[config.mk]
export PLATFORM = sky130hd
export DESIGN_NAME = hazard_ctrl_flat
export DESIGN_NICKNAME = d
export VERILOG_FILES = /design/src/rtl/hazard_pkg.sv /design/src/rtl/hazard_ctrl_if.sv /design/src/rtl/hazard_ctrl_fwd_unit.sv /design/src/rtl/hazard_ctrl.sv /design/src/flat_wrapper.sv
export SDC_FILE = /design/constraint.sdc
export NUM_CORES = 1
export LEC_CHECK = 0
export ABC_AREA = 1
export CAP_MARGIN = 20
export CORE_MARGIN = 10
export CORE_UTILIZATION = 35
export DETAILED_ROUTE_END_ITERATION = 8
export DONT_BUFFER_PORTS = 1
export PLACE_DENSITY = 0.47
export SKIP_CTS_REPAIR_TIMING = 1
export SLEW_MARGIN = 30
export SYNTH_ARGS = -nofsm -noshare
export SYNTH_HDL_FRONTEND = slang
export SYNTH_SLANG_ARGS = --single-unit
[constraint.sdc]
create_clock -name clk -period 3.5 [get_ports clk]
set_clock_uncertainty 0.2 [all_clocks]
set_input_delay 0.7 -clock clk [delete_from_list [all_inputs] [get_ports clk]]
set_output_delay 0.7 -clock clk [all_outputs]
set_load 0.02 [all_outputs]
[src/rtl/hazard_pkg.sv]
// Shared encodings for the pipeline hazard controller: result-select code
// for loads, forwarding-mux selects and the memory-sequencing FSM states.
package hazard_pkg;

  localparam logic [1:0] RESULT_MEM = 2'b01;

  localparam logic [1:0] FWD_RF  = 2'b00;
  localparam logic [1:0] FWD_WB  = 2'b01;
  localparam logic [1:0] FWD_MEM = 2'b10;

  typedef enum logic [1:0] {
    RUN      = 2'd0,
    MEM_WAIT = 2'd1,
    ERR      = 2'd2
  } state_t;

endpackage

[src/rtl/hazard_ctrl_if.sv]
// Pipeline-facing signal bundle of the hazard controller. The pipeline side
// (master) supplies register indices and memory handshake status; the
// controller side (slave) returns stall/flush/forward controls and counters.
interface hazard_ctrl_if #(
  parameter int CNT_W = 32
);
  logic [4:0]       Rs1D;
  logic [4:0]       Rs2D;
  logic [4:0]       Rs1E;
  logic [4:0]       Rs2E;
  logic [4:0]       RdE;
  logic [1:0]       ResultSrcE;
  logic             PCSrcE;
  logic [4:0]       RdM;
  logic             RegWriteM;
  logic [4:0]       RdW;
  logic             RegWriteW;
  logic             MemReqM;
  logic             MemReadyM;

  logic             StallF;
  logic             StallD;
  logic             FlushD;
  logic             StallE;
  logic             FlushE;
  logic             StallM;
  logic             FlushW;
  logic [1:0]       ForwardAE;
  logic [1:0]       ForwardBE;
  logic             BusErr;
  logic [CNT_W-1:0] StallCnt;
  logic [CNT_W-1:0] FlushCnt;

  modport master (
    output Rs1D, Rs2D, Rs1E, Rs2E, RdE, ResultSrcE, PCSrcE,
           RdM, RegWriteM, RdW, RegWriteW, MemReqM, MemReadyM,
    input  StallF, StallD, FlushD, StallE, FlushE, StallM, FlushW,
           ForwardAE, ForwardBE, BusErr, StallCnt, FlushCnt
  );

  modport slave (
    input  Rs1D, Rs2D, Rs1E, Rs2E, RdE, ResultSrcE, PCSrcE,
           RdM, RegWriteM, RdW, RegWriteW, MemReqM, MemReadyM,
    output StallF, StallD, FlushD, StallE, FlushE, StallM, FlushW,
           ForwardAE, ForwardBE, BusErr, StallCnt, FlushCnt
  );

endinterface

[src/rtl/hazard_ctrl_fwd_unit.sv]
// EX-stage operand forwarding select for one source operand. The Memory
// stage holds the younger result, so it wins over Writeback; x0 is never
// forwarded because it is hardwired to zero.
module fwd_unit
  import hazard_pkg::*;
(
  input  logic [4:0] rs_e,
  input  logic [4:0] rd_m,
  input  logic       reg_write_m,
  input  logic [4:0] rd_w,
  input  logic       reg_write_w,
  output logic [1:0] fwd
);

  // Priority select: Memory result, then Writeback result, then register file.
  always_comb begin
    fwd = FWD_RF;
    if (reg_write_m && (rd_m != 5'd0) && (rd_m == rs_e)) begin
      fwd = FWD_MEM;
    end else if (reg_write_w && (rd_w != 5'd0) && (rd_w == rs_e)) begin
      fwd = FWD_WB;
    end
  end

endmodule

[src/rtl/hazard_ctrl.sv]
// Central stall/flush/forward controller for the 5-stage core, with data-bus
// wait-state sequencing, a timeout watchdog and stall/flush counters.
//
// state    | meaning
// ---------+---------------------------------------------------------------
// RUN      | normal flow; load-use and branch hazards handled here
// MEM_WAIT | data access outstanding; whole pipeline frozen up to Memory
// ERR      | bus timeout; pipeline frozen until reset, BusErr held high
module hazard_ctrl
  import hazard_pkg::*;
#(
  parameter int MEM_TIMEOUT = 16,
  parameter int CNT_W       = 32
) (
  input logic          clk,
  input logic          rst,
  hazard_ctrl_if.slave bus
);

  localparam logic [7:0] TIMEOUT_C = 8'(MEM_TIMEOUT);

  state_t           state_q, state_d;
  logic [7:0]       wait_cnt_q, wait_cnt_d;
  logic             bus_err_q, bus_err_d;
  logic [CNT_W-1:0] stall_cnt_q, flush_cnt_q;

  logic lw_stall, mem_wait, freeze;
  logic stall_f, stall_d, flush_d, stall_e, flush_e, stall_m, flush_w;
  logic [1:0] fwd_a, fwd_b;

  fwd_unit u_fwd_a (
    .rs_e        (bus.Rs1E),
    .rd_m        (bus.RdM),
    .reg_write_m (bus.RegWriteM),
    .rd_w        (bus.RdW),
    .reg_write_w (bus.RegWriteW),
    .fwd         (fwd_a)
  );

  fwd_unit u_fwd_b (
    .rs_e        (bus.Rs2E),
    .rd_m        (bus.RdM),
    .reg_write_m (bus.RegWriteM),
    .rd_w        (bus.RdW),
    .reg_write_w (bus.RegWriteW),
    .fwd         (fwd_b)
  );

  assign lw_stall = (bus.ResultSrcE == RESULT_MEM) && (bus.RdE != 5'd0) &&
                    ((bus.RdE == bus.Rs1D) || (bus.RdE == bus.Rs2D));
  assign mem_wait = bus.MemReqM && !bus.MemReadyM;

  // Next-state and pipeline controls. While frozen, E cannot advance, so any
  // branch flush or load-use bubble is deferred until the access completes.
  always_comb begin
    state_d    = state_q;
    wait_cnt_d = wait_cnt_q;
    bus_err_d  = bus_err_q;
    freeze     = 1'b0;

    case (state_q)
      RUN: begin
        if (mem_wait) begin
          freeze     = 1'b1;
          state_d    = MEM_WAIT;
          wait_cnt_d = 8'd1;
        end
      end
      MEM_WAIT: begin
        if (bus.MemReadyM) begin
          state_d    = RUN;
          wait_cnt_d = 8'd0;
        end else begin
          freeze = 1'b1;
          if (wait_cnt_q == TIMEOUT_C) begin
            state_d   = ERR;
            bus_err_d = 1'b1;
          end else if (wait_cnt_q != 8'hFF) begin
            wait_cnt_d = wait_cnt_q + 8'd1;
          end
        end
      end
      ERR: begin
        freeze = 1'b1;
      end
      default: begin
        state_d = RUN;
      end
    endcase

    stall_f = lw_stall && !bus.PCSrcE;
    stall_d = lw_stall && !bus.PCSrcE;
    flush_d = bus.PCSrcE;
    flush_e = lw_stall || bus.PCSrcE;
    stall_e = 1'b0;
    stall_m = 1'b0;
    flush_w = 1'b0;

    if (freeze) begin
      stall_f = 1'b1;
      stall_d = 1'b1;
      stall_e = 1'b1;
      stall_m = 1'b1;
      flush_w = 1'b1;
      flush_d = 1'b0;
      flush_e = 1'b0;
    end

    if (rst) begin
      stall_f = 1'b0;
      stall_d = 1'b0;
      stall_e = 1'b0;
      stall_m = 1'b0;
      flush_d = 1'b1;
      flush_e = 1'b1;
      flush_w = 1'b1;
    end
  end

  // State, wait timer, sticky error flag and performance counters.
  always_ff @(posedge clk) begin
    if (rst) begin
      state_q     <= RUN;
      wait_cnt_q  <= 8'd0;
      bus_err_q   <= 1'b0;
      stall_cnt_q <= '0;
      flush_cnt_q <= '0;
    end else begin
      state_q    <= state_d;
      wait_cnt_q <= wait_cnt_d;
      bus_err_q  <= bus_err_d;
      if (stall_f) stall_cnt_q <= stall_cnt_q + CNT_W'(1);
      if (flush_e) flush_cnt_q <= flush_cnt_q + CNT_W'(1);
    end
  end

  assign bus.StallF    = stall_f;
  assign bus.StallD    = stall_d;
  assign bus.FlushD    = flush_d;
  assign bus.StallE    = stall_e;
  assign bus.FlushE    = flush_e;
  assign bus.StallM    = stall_m;
  assign bus.FlushW    = flush_w;
  assign bus.ForwardAE = rst ? FWD_RF : fwd_a;
  assign bus.ForwardBE = rst ? FWD_RF : fwd_b;
  assign bus.BusErr    = bus_err_q;
  assign bus.StallCnt  = stall_cnt_q;
  assign bus.FlushCnt  = flush_cnt_q;

endmodule
[src/flat_wrapper.sv]
// flat-port wrapper written by rule: the top's interface ports become plain ports
module hazard_ctrl_flat import hazard_pkg::*;
#(
  parameter int MEM_TIMEOUT = 16,
  parameter int CNT_W       = 32
)
  (clk, rst, bus_Rs1D, bus_Rs2D, bus_Rs1E, bus_Rs2E, bus_RdE, bus_ResultSrcE, bus_PCSrcE, bus_RdM, bus_RegWriteM, bus_RdW, bus_RegWriteW, bus_MemReqM, bus_MemReadyM, bus_StallF, bus_StallD, bus_FlushD, bus_StallE, bus_FlushE, bus_StallM, bus_FlushW, bus_ForwardAE, bus_ForwardBE, bus_BusErr, bus_StallCnt, bus_FlushCnt);
  hazard_ctrl_if #(.CNT_W(CNT_W)) bus_i ();
  input logic clk;
  input logic rst;
  input wire logic [$bits(bus_i.Rs1D)-1:0] bus_Rs1D;
  input wire logic [$bits(bus_i.Rs2D)-1:0] bus_Rs2D;
  input wire logic [$bits(bus_i.Rs1E)-1:0] bus_Rs1E;
  input wire logic [$bits(bus_i.Rs2E)-1:0] bus_Rs2E;
  input wire logic [$bits(bus_i.RdE)-1:0] bus_RdE;
  input wire logic [$bits(bus_i.ResultSrcE)-1:0] bus_ResultSrcE;
  input wire logic [$bits(bus_i.PCSrcE)-1:0] bus_PCSrcE;
  input wire logic [$bits(bus_i.RdM)-1:0] bus_RdM;
  input wire logic [$bits(bus_i.RegWriteM)-1:0] bus_RegWriteM;
  input wire logic [$bits(bus_i.RdW)-1:0] bus_RdW;
  input wire logic [$bits(bus_i.RegWriteW)-1:0] bus_RegWriteW;
  input wire logic [$bits(bus_i.MemReqM)-1:0] bus_MemReqM;
  input wire logic [$bits(bus_i.MemReadyM)-1:0] bus_MemReadyM;
  output wire logic [$bits(bus_i.StallF)-1:0] bus_StallF;
  output wire logic [$bits(bus_i.StallD)-1:0] bus_StallD;
  output wire logic [$bits(bus_i.FlushD)-1:0] bus_FlushD;
  output wire logic [$bits(bus_i.StallE)-1:0] bus_StallE;
  output wire logic [$bits(bus_i.FlushE)-1:0] bus_FlushE;
  output wire logic [$bits(bus_i.StallM)-1:0] bus_StallM;
  output wire logic [$bits(bus_i.FlushW)-1:0] bus_FlushW;
  output wire logic [$bits(bus_i.ForwardAE)-1:0] bus_ForwardAE;
  output wire logic [$bits(bus_i.ForwardBE)-1:0] bus_ForwardBE;
  output wire logic [$bits(bus_i.BusErr)-1:0] bus_BusErr;
  output wire logic [$bits(bus_i.StallCnt)-1:0] bus_StallCnt;
  output wire logic [$bits(bus_i.FlushCnt)-1:0] bus_FlushCnt;
  assign bus_i.Rs1D = bus_Rs1D;
  assign bus_i.Rs2D = bus_Rs2D;
  assign bus_i.Rs1E = bus_Rs1E;
  assign bus_i.Rs2E = bus_Rs2E;
  assign bus_i.RdE = bus_RdE;
  assign bus_i.ResultSrcE = bus_ResultSrcE;
  assign bus_i.PCSrcE = bus_PCSrcE;
  assign bus_i.RdM = bus_RdM;
  assign bus_i.RegWriteM = bus_RegWriteM;
  assign bus_i.RdW = bus_RdW;
  assign bus_i.RegWriteW = bus_RegWriteW;
  assign bus_i.MemReqM = bus_MemReqM;
  assign bus_i.MemReadyM = bus_MemReadyM;
  assign bus_StallF = bus_i.StallF;
  assign bus_StallD = bus_i.StallD;
  assign bus_FlushD = bus_i.FlushD;
  assign bus_StallE = bus_i.StallE;
  assign bus_FlushE = bus_i.FlushE;
  assign bus_StallM = bus_i.StallM;
  assign bus_FlushW = bus_i.FlushW;
  assign bus_ForwardAE = bus_i.ForwardAE;
  assign bus_ForwardBE = bus_i.ForwardBE;
  assign bus_BusErr = bus_i.BusErr;
  assign bus_StallCnt = bus_i.StallCnt;
  assign bus_FlushCnt = bus_i.FlushCnt;
  hazard_ctrl #(.MEM_TIMEOUT(MEM_TIMEOUT), .CNT_W(CNT_W)) u_core (.clk(clk), .rst(rst), .bus(bus_i));
endmodule
### Word-level counts from Yosys, hierarchy flattened

Index checks and enable logic that the tools add are counted.

| word-level totals | value |
|---|---|
| memories kept | 0 |
| bits in read-only memories | 0 |
| memory bits (writable) | 0 |
| latch bits | 0 |
| bits of input ports | 44 |
| register bits after elaboration | 75 |

| operators by class | value |
|---|---|
| $mul | 0 |
| reduce and logical (&&, ||, !) cells | 22 |
| bitwise logic cells | 2 |
| divide/modulo/power cells | 0 |
| magnitude comparators | 0 |
| equal/unequal tests | 15 |
| muxes and demuxes | 27 |
| $add $sub $neg | 3 |
| shift operators | 0 |

Operators with widths:

| cell | number |
|---|---|
| adder 32 x 1 -> 32 bit (second input constant) | 2 |
| two-way mux 8 bit | 4 |
| == test 5 bit | 6 |
| one-hot mux 8 bit (2 select lines) | 1 |
| nonzero test 5 bit | 3 |
| two-way mux 2 bit | 7 |
| two-way mux 1 bit | 13 |
| logical AND 1 bit | 10 |
| adder 8 x 1 -> 8 bit (second input constant) | 1 |
| == test 8 x 5 -> 1 bit (second input constant) | 1 |
| inequality test 8 bit (second input constant) | 1 |
| inequality test 3 x 2 -> 1 bit (second input constant) | 2 |
| one-hot mux 2 bit (3 select lines) | 1 |
| AND reduction 3 bit | 2 |
| == test 2 x 1 -> 1 bit (second input constant) | 2 |
| AND reduction 4 bit | 1 |
| inequality test 3 bit (second input constant) | 1 |
| one-hot mux 1 bit (3 select lines) | 1 |
| == test 2 bit (second input constant) | 1 |
| zero test 1 bit | 2 |
| zero test 2 bit | 1 |
| logical OR 1 bit | 2 |
| inequality test 2 x 1 -> 1 bit (second input constant) | 1 |
| NOT 1 bit | 2 |
| nonzero test 2 bit | 1 |

### Depth between registers and ports, before layout

| depth | value |
|---|---|
| depth after elaboration | 6 |
| depth in mapped cells | 13 |
| depth with buffers taken out | 13 |

### Modules after synthesis

A second synthesis with hierarchy kept.

| second synthesis, totals | value |
|---|---|
| cell total of the unflattened synthesis | 934 |
| area, all modules | 5418.9 µm² |

By module, submodules not included:

| module | area each (µm²) | cells an instance | instances | seq. area each (µm²) |
|---|---|---|---|---|
| hazard_ctrl | 4991.0 | 834 | 1 | 1501.4 |
| fwd_unit | 214.0 | 50 | 2 | 0.0 |

### Least setup slack after synthesis

OpenSTA, ideal clock, no wires.

| path | value |
|---|---|
| kind | input to output |
| start point | in bus_MemReadyM |
| end point | out bus_StallF |
| buffers on the path | 1 |
| required time | 2.600 ns |
| arrival time | 1.835 ns |
| setup slack | 0.765 ns |
| cell stages on the path | 10 |
| path through | inv_2 nand3_1 nor2_2 nor2_8 nand2_4 nand2_4 inv_8 nand2_4 inv_1 buf_4 |

| between the ends | value |
|---|---|
| cells in the longest elaborated chain, start to end | 6 |

RTL lines:

| element | line | RTL |
|---|---|---|
| start, declared | flat_wrapper.sv:23 | `input wire logic [$bits(bus_i.MemReadyM)-1:0] bus_MemReadyM;` |
| zero test 1 bit | hazard_ctrl.sv:51 | `assign mem_wait = bus.MemReqM && !bus.MemReadyM;` |
| logical AND 1 bit | hazard_ctrl.sv:51 |  |
| two-way mux 1 bit | hazard_ctrl.sv:63 | `if (mem_wait) begin` |
| one-hot mux 1 bit (3 select lines) * | hazard_ctrl.sv:61 | `case (state_q)` |
| two-way mux 1 bit * (2 in a row) | n/a |  |
| end, declared | flat_wrapper.sv:24 | `output wire logic [$bits(bus_i.StallF)-1:0] bus_StallF;` |

Mark *: on every way between the ends. The rest lies on a longest branch, timed or not.

### Worst setup path after layout

| path | value |
|---|---|
| start point | reg u_core.state_q[0] |
| end point | out bus_StallF |

| between the ends | value |
|---|---|
| cells in the longest elaborated chain, start to end | 4 |

RTL lines:

| element | line | RTL |
|---|---|---|
| start, declared | hazard_ctrl.sv:22 | `state_t state_q, state_d;` |
| start signal, assigned | hazard_ctrl.sv:129 | `state_q <= state_d;` |
| == test 2 bit (tied with other cells) | hazard_ctrl.sv:61 |  |
| one-hot mux 1 bit (3 select lines) * | hazard_ctrl.sv:61 |  |
| two-way mux 1 bit * (2 in a row) | n/a |  |

Marked as above.

==> results.json <==
{
  "status": "finished clean",
  "cts-buffers-inserted": 9,
  "synthToLayoutAreaGrowth_pct": 6.36,
  "root_buffer": "clkbuf_16",
  "final_util_pct": 38.4,
  "port_buffers": 0,
  "grt_usage_pct": 16.3,
  "start_util_pct": 36.2,
  "ios": 120,
  "rows": 44,
  "post-route-min-period_ns": 2.98,
  "layout.cells.non_filler": 1036,
  "max-vdd-ir-drop_v": 0.000211,
  "ys_top_cells_by_area": "dfxtp_1, nand2_1, nand3_1",
  "synth-seq-cells": 75,
  "rr_endpoint": "u_core.bus.StallCnt[28]",
  "max_freq_ghz": 0.336,
  "path_clk_slew_ns": 0.06,
  "gp_congestion": 0.893,
  "cts_tree": "done",
  "num_vias": 5305,
  "pwr-share-clk_pct": 45.3,
  "min_to": "u_core.wait_cnt_q[7]",
  "grt_pass1_wl_mm": 26.9,
  "ant_nets": 0,
  "wl_per_cell_microns": 16.2,
  "p_per_area_nw_per_um2": 337,
  "worstPathRequired_ns": 2.60,
  "cts.path.max_buffers": 2,
  "p_sw_uw": 495,
  "swShare_pct": 26.0,
  "cts_num_sinks": 75,
  "hold_depth": 1,
  "seq_area_frac_synth_pct": 28.3,
  "worstHoldPathType": "input port to register",
  "vias_per_cell": 5.12,
  "power.leakage_uw": 0.00202,
  "n_antenna_cell": 0,
  "drive_gt1_share_pct": 4.46,
  "synth_cells": 857,
  "synth_largest_area_cell": "dfxtp_1",
  "firstDrtPassIters": 5,
  "nets": 895,
  "core_sq_um": 14700,
  "rrSetupSlack_ns": 1.07,
  "rr_worst_depth": 9,
  "final_hold_viol_count": 0,
  "overflow": 0,
  "critPathMaxFanout": 21,
  "drt-initial-drc-count": 254,
  "maxSlewHeadroom_pct": 55.4,
  "grt_pass1_vias": 5082,
  "drv_slew": 0,
  "critPathCaptureType": "output port",
  "comb_power_share_pct": 8.8,
  "timing.final.crit_share_pct": 85.1,
  "maxCapViolCount": 0,
  "dp_hpwl_mm": 12.8,
  "cts_max_level": 3,
  "yosysWarnings": 0,
  "die_w_microns": 143,
  "die_h_microns": 143,
  "intPower_uw": 1410,
  "syn_area_sq_um": 5310,
  "place_inst": 1020,
  "critPathArrivalTime_ns": 2.08,
  "crit_type": "register to output port",
  "syn_avg_cell_area_sq_um": 6.20,
  "syn_nets": 905,
  "hold_start": "rst",
  "sequentialPowerShare_pct": 45.9,
  "die-area_sq_um": 20500,
  "crit_path_start_kind": "register",
  "tns_ns": 0,
  "clock_latency_ns": 0.34,
  "grt_max_degree": 74,
  "rsz0062_at_grt": "false",
  "ys_types": 33,
  "synth_top_cell_area_share_pct": 28.3,
  "worst-slew-pin-transition_ns": 0.664,
  "antenna_found_initial": 0,
  "drc": 0,
  "setup_viol_count_final": 0,
  "routed_wl_mm": 16.7,
  "r2r-start": "u_core.bus.StallCnt[1]"
}
-- registers in the layout, indices dropped and copies added, names as in the netlist --
signal,count
u_core.wait_cnt_q,8
u_core.bus.FlushCnt,32
u_core.bus.StallCnt,32
u_core.state_q,2
u_core.bus.BusErr,1
-- layout make-up --
class                   instances  area (sq um)
inverters                      63           244
clock inverters                 4          26.3
well taps                     184           230
fillers                      1657          9050
flip-flops and latches         75          1500
repair buffers                  7          52.6
multi-input cells             691          3350
clock buffers                  12           246
-- synthesized netlist by cell type --
| cell type | n |
|---|---|
| a211oi_1 | 2 |
| a21oi_1 | 76 |
| and3_1 | 1 |
| buf_2 | 3 |
| buf_4 | 5 |
| buf_6 | 12 |
| clkbuf_1 | 8 |
| dfxtp_1 | 75 |
| ha_1 | 4 |
| inv_1 | 59 |
| inv_2 | 3 |
| inv_8 | 1 |
| nand2_1 | 287 |
| nand2_2 | 1 |
| nand2_4 | 5 |
| nand3_1 | 85 |
| nand3_2 | 2 |
| nand3b_1 | 22 |
| nand4_1 | 6 |
| nor2_1 | 104 |
| nor2_2 | 1 |
| nor2_4 | 2 |
| nor2_8 | 1 |
| nor3_1 | 23 |
| nor3_4 | 1 |
| nor3b_1 | 3 |
| nor4_1 | 3 |
| o21ai_0 | 8 |
| o21ai_1 | 1 |
| o22ai_1 | 2 |
| or2_1 | 2 |
| xnor2_1 | 15 |
| xor2_1 | 34 |
-- worst max-delay path: stages, from the launching register on --
cell and delay [ns]:
dfxtp_1 0.37, nand2_2 0.11, nor2_4 0.15, inv_2 0.08
nand2_4 0.08, nor2_8 0.05, nand2_4 0.08, nand2_4 0.10
inv_8 0.17, nand2_4 0.06, inv_1 0.26, buf_4 0.21
-- per-stage QoR --
| step | hold WS, ns | power, uW | area (sq um) | setup slack (ns) |
|---|---|---|---|---|
| finish | 0.254 | 1900 | 5650 | 0.521 |
| global route | 0.222 | 2000 | 5650 | 0.355 |
| CTS | 0.217 | 1940 | 5650 | 0.475 |
| detailed placement | 0.275 | 1060 | 5380 | 0.513 |
| global placement | 0.270 | 1060 | 5380 | 0.523 |
| floorplan | 0.259 | 1050 | 5310 | 0.765 |
-- layout by cell type (no fill, tap or decap), drive strengths merged, types with 12 or more instances in the layout --
master and count:
clkbuf 12, xor2 34, nor3 24, dfxtp 75, nand2 293, nand3b 22
xnor2 15, a21oi 76, nor2 108, nand3 87, inv 63
-- worst max-delay path by stage --
stage / startpoint / to / slack (ns)
finish: u_core.state_q[0] / bus_StallF / 0.52
global route: u_core.state_q[0] / bus_StallF / 0.36
floorplan: bus_MemReadyM / bus_StallF / 0.77
detailed placement: bus_MemReadyM / bus_StallF / 0.51
CTS: u_core.state_q[0] / bus_StallF / 0.48
global placement: bus_MemReadyM / bus_StallF / 0.52
-- logic make-up (layout without fill, tap and decap cells) --
logic type	after synthesis	after routing	share of synthesized area, %
and+or+nand+nor	549	549	45.5
AOI/OAI and AO/OA	89	89	8.52
adders and majority gates	4	4	0.942
DFF	75	75	28.3
buffers and inverters	91	86	8.69
xor gates and xnor gates	49	49	8.08
-- routing by layer --
layer / wire [microns] / GRT usage [%] / vias up
met5: 0 / 0 / -
met4: 185 / 3.82 / 0
met3: 1390 / 6.63 / 13
met2: 8430 / 28.5 / 126
met1: 6740 / 18.2 / 2418
li1: - / - / 2748
-- power by group through the flow --
stage / registers, uW / clock network (uW) / logic [uW]
2_1_floorplan: 891 / 0 / 157
3_3_place_gp: 893 / 0 / 165
3_5_place_dp: 893 / 0 / 168
4_1_cts: 874 / 896 / 169
5_1_grt: 874 / 933 / 187
6_report: 874 / 863 / 167
Note: power is estimated with default switching activity, not from simulation.
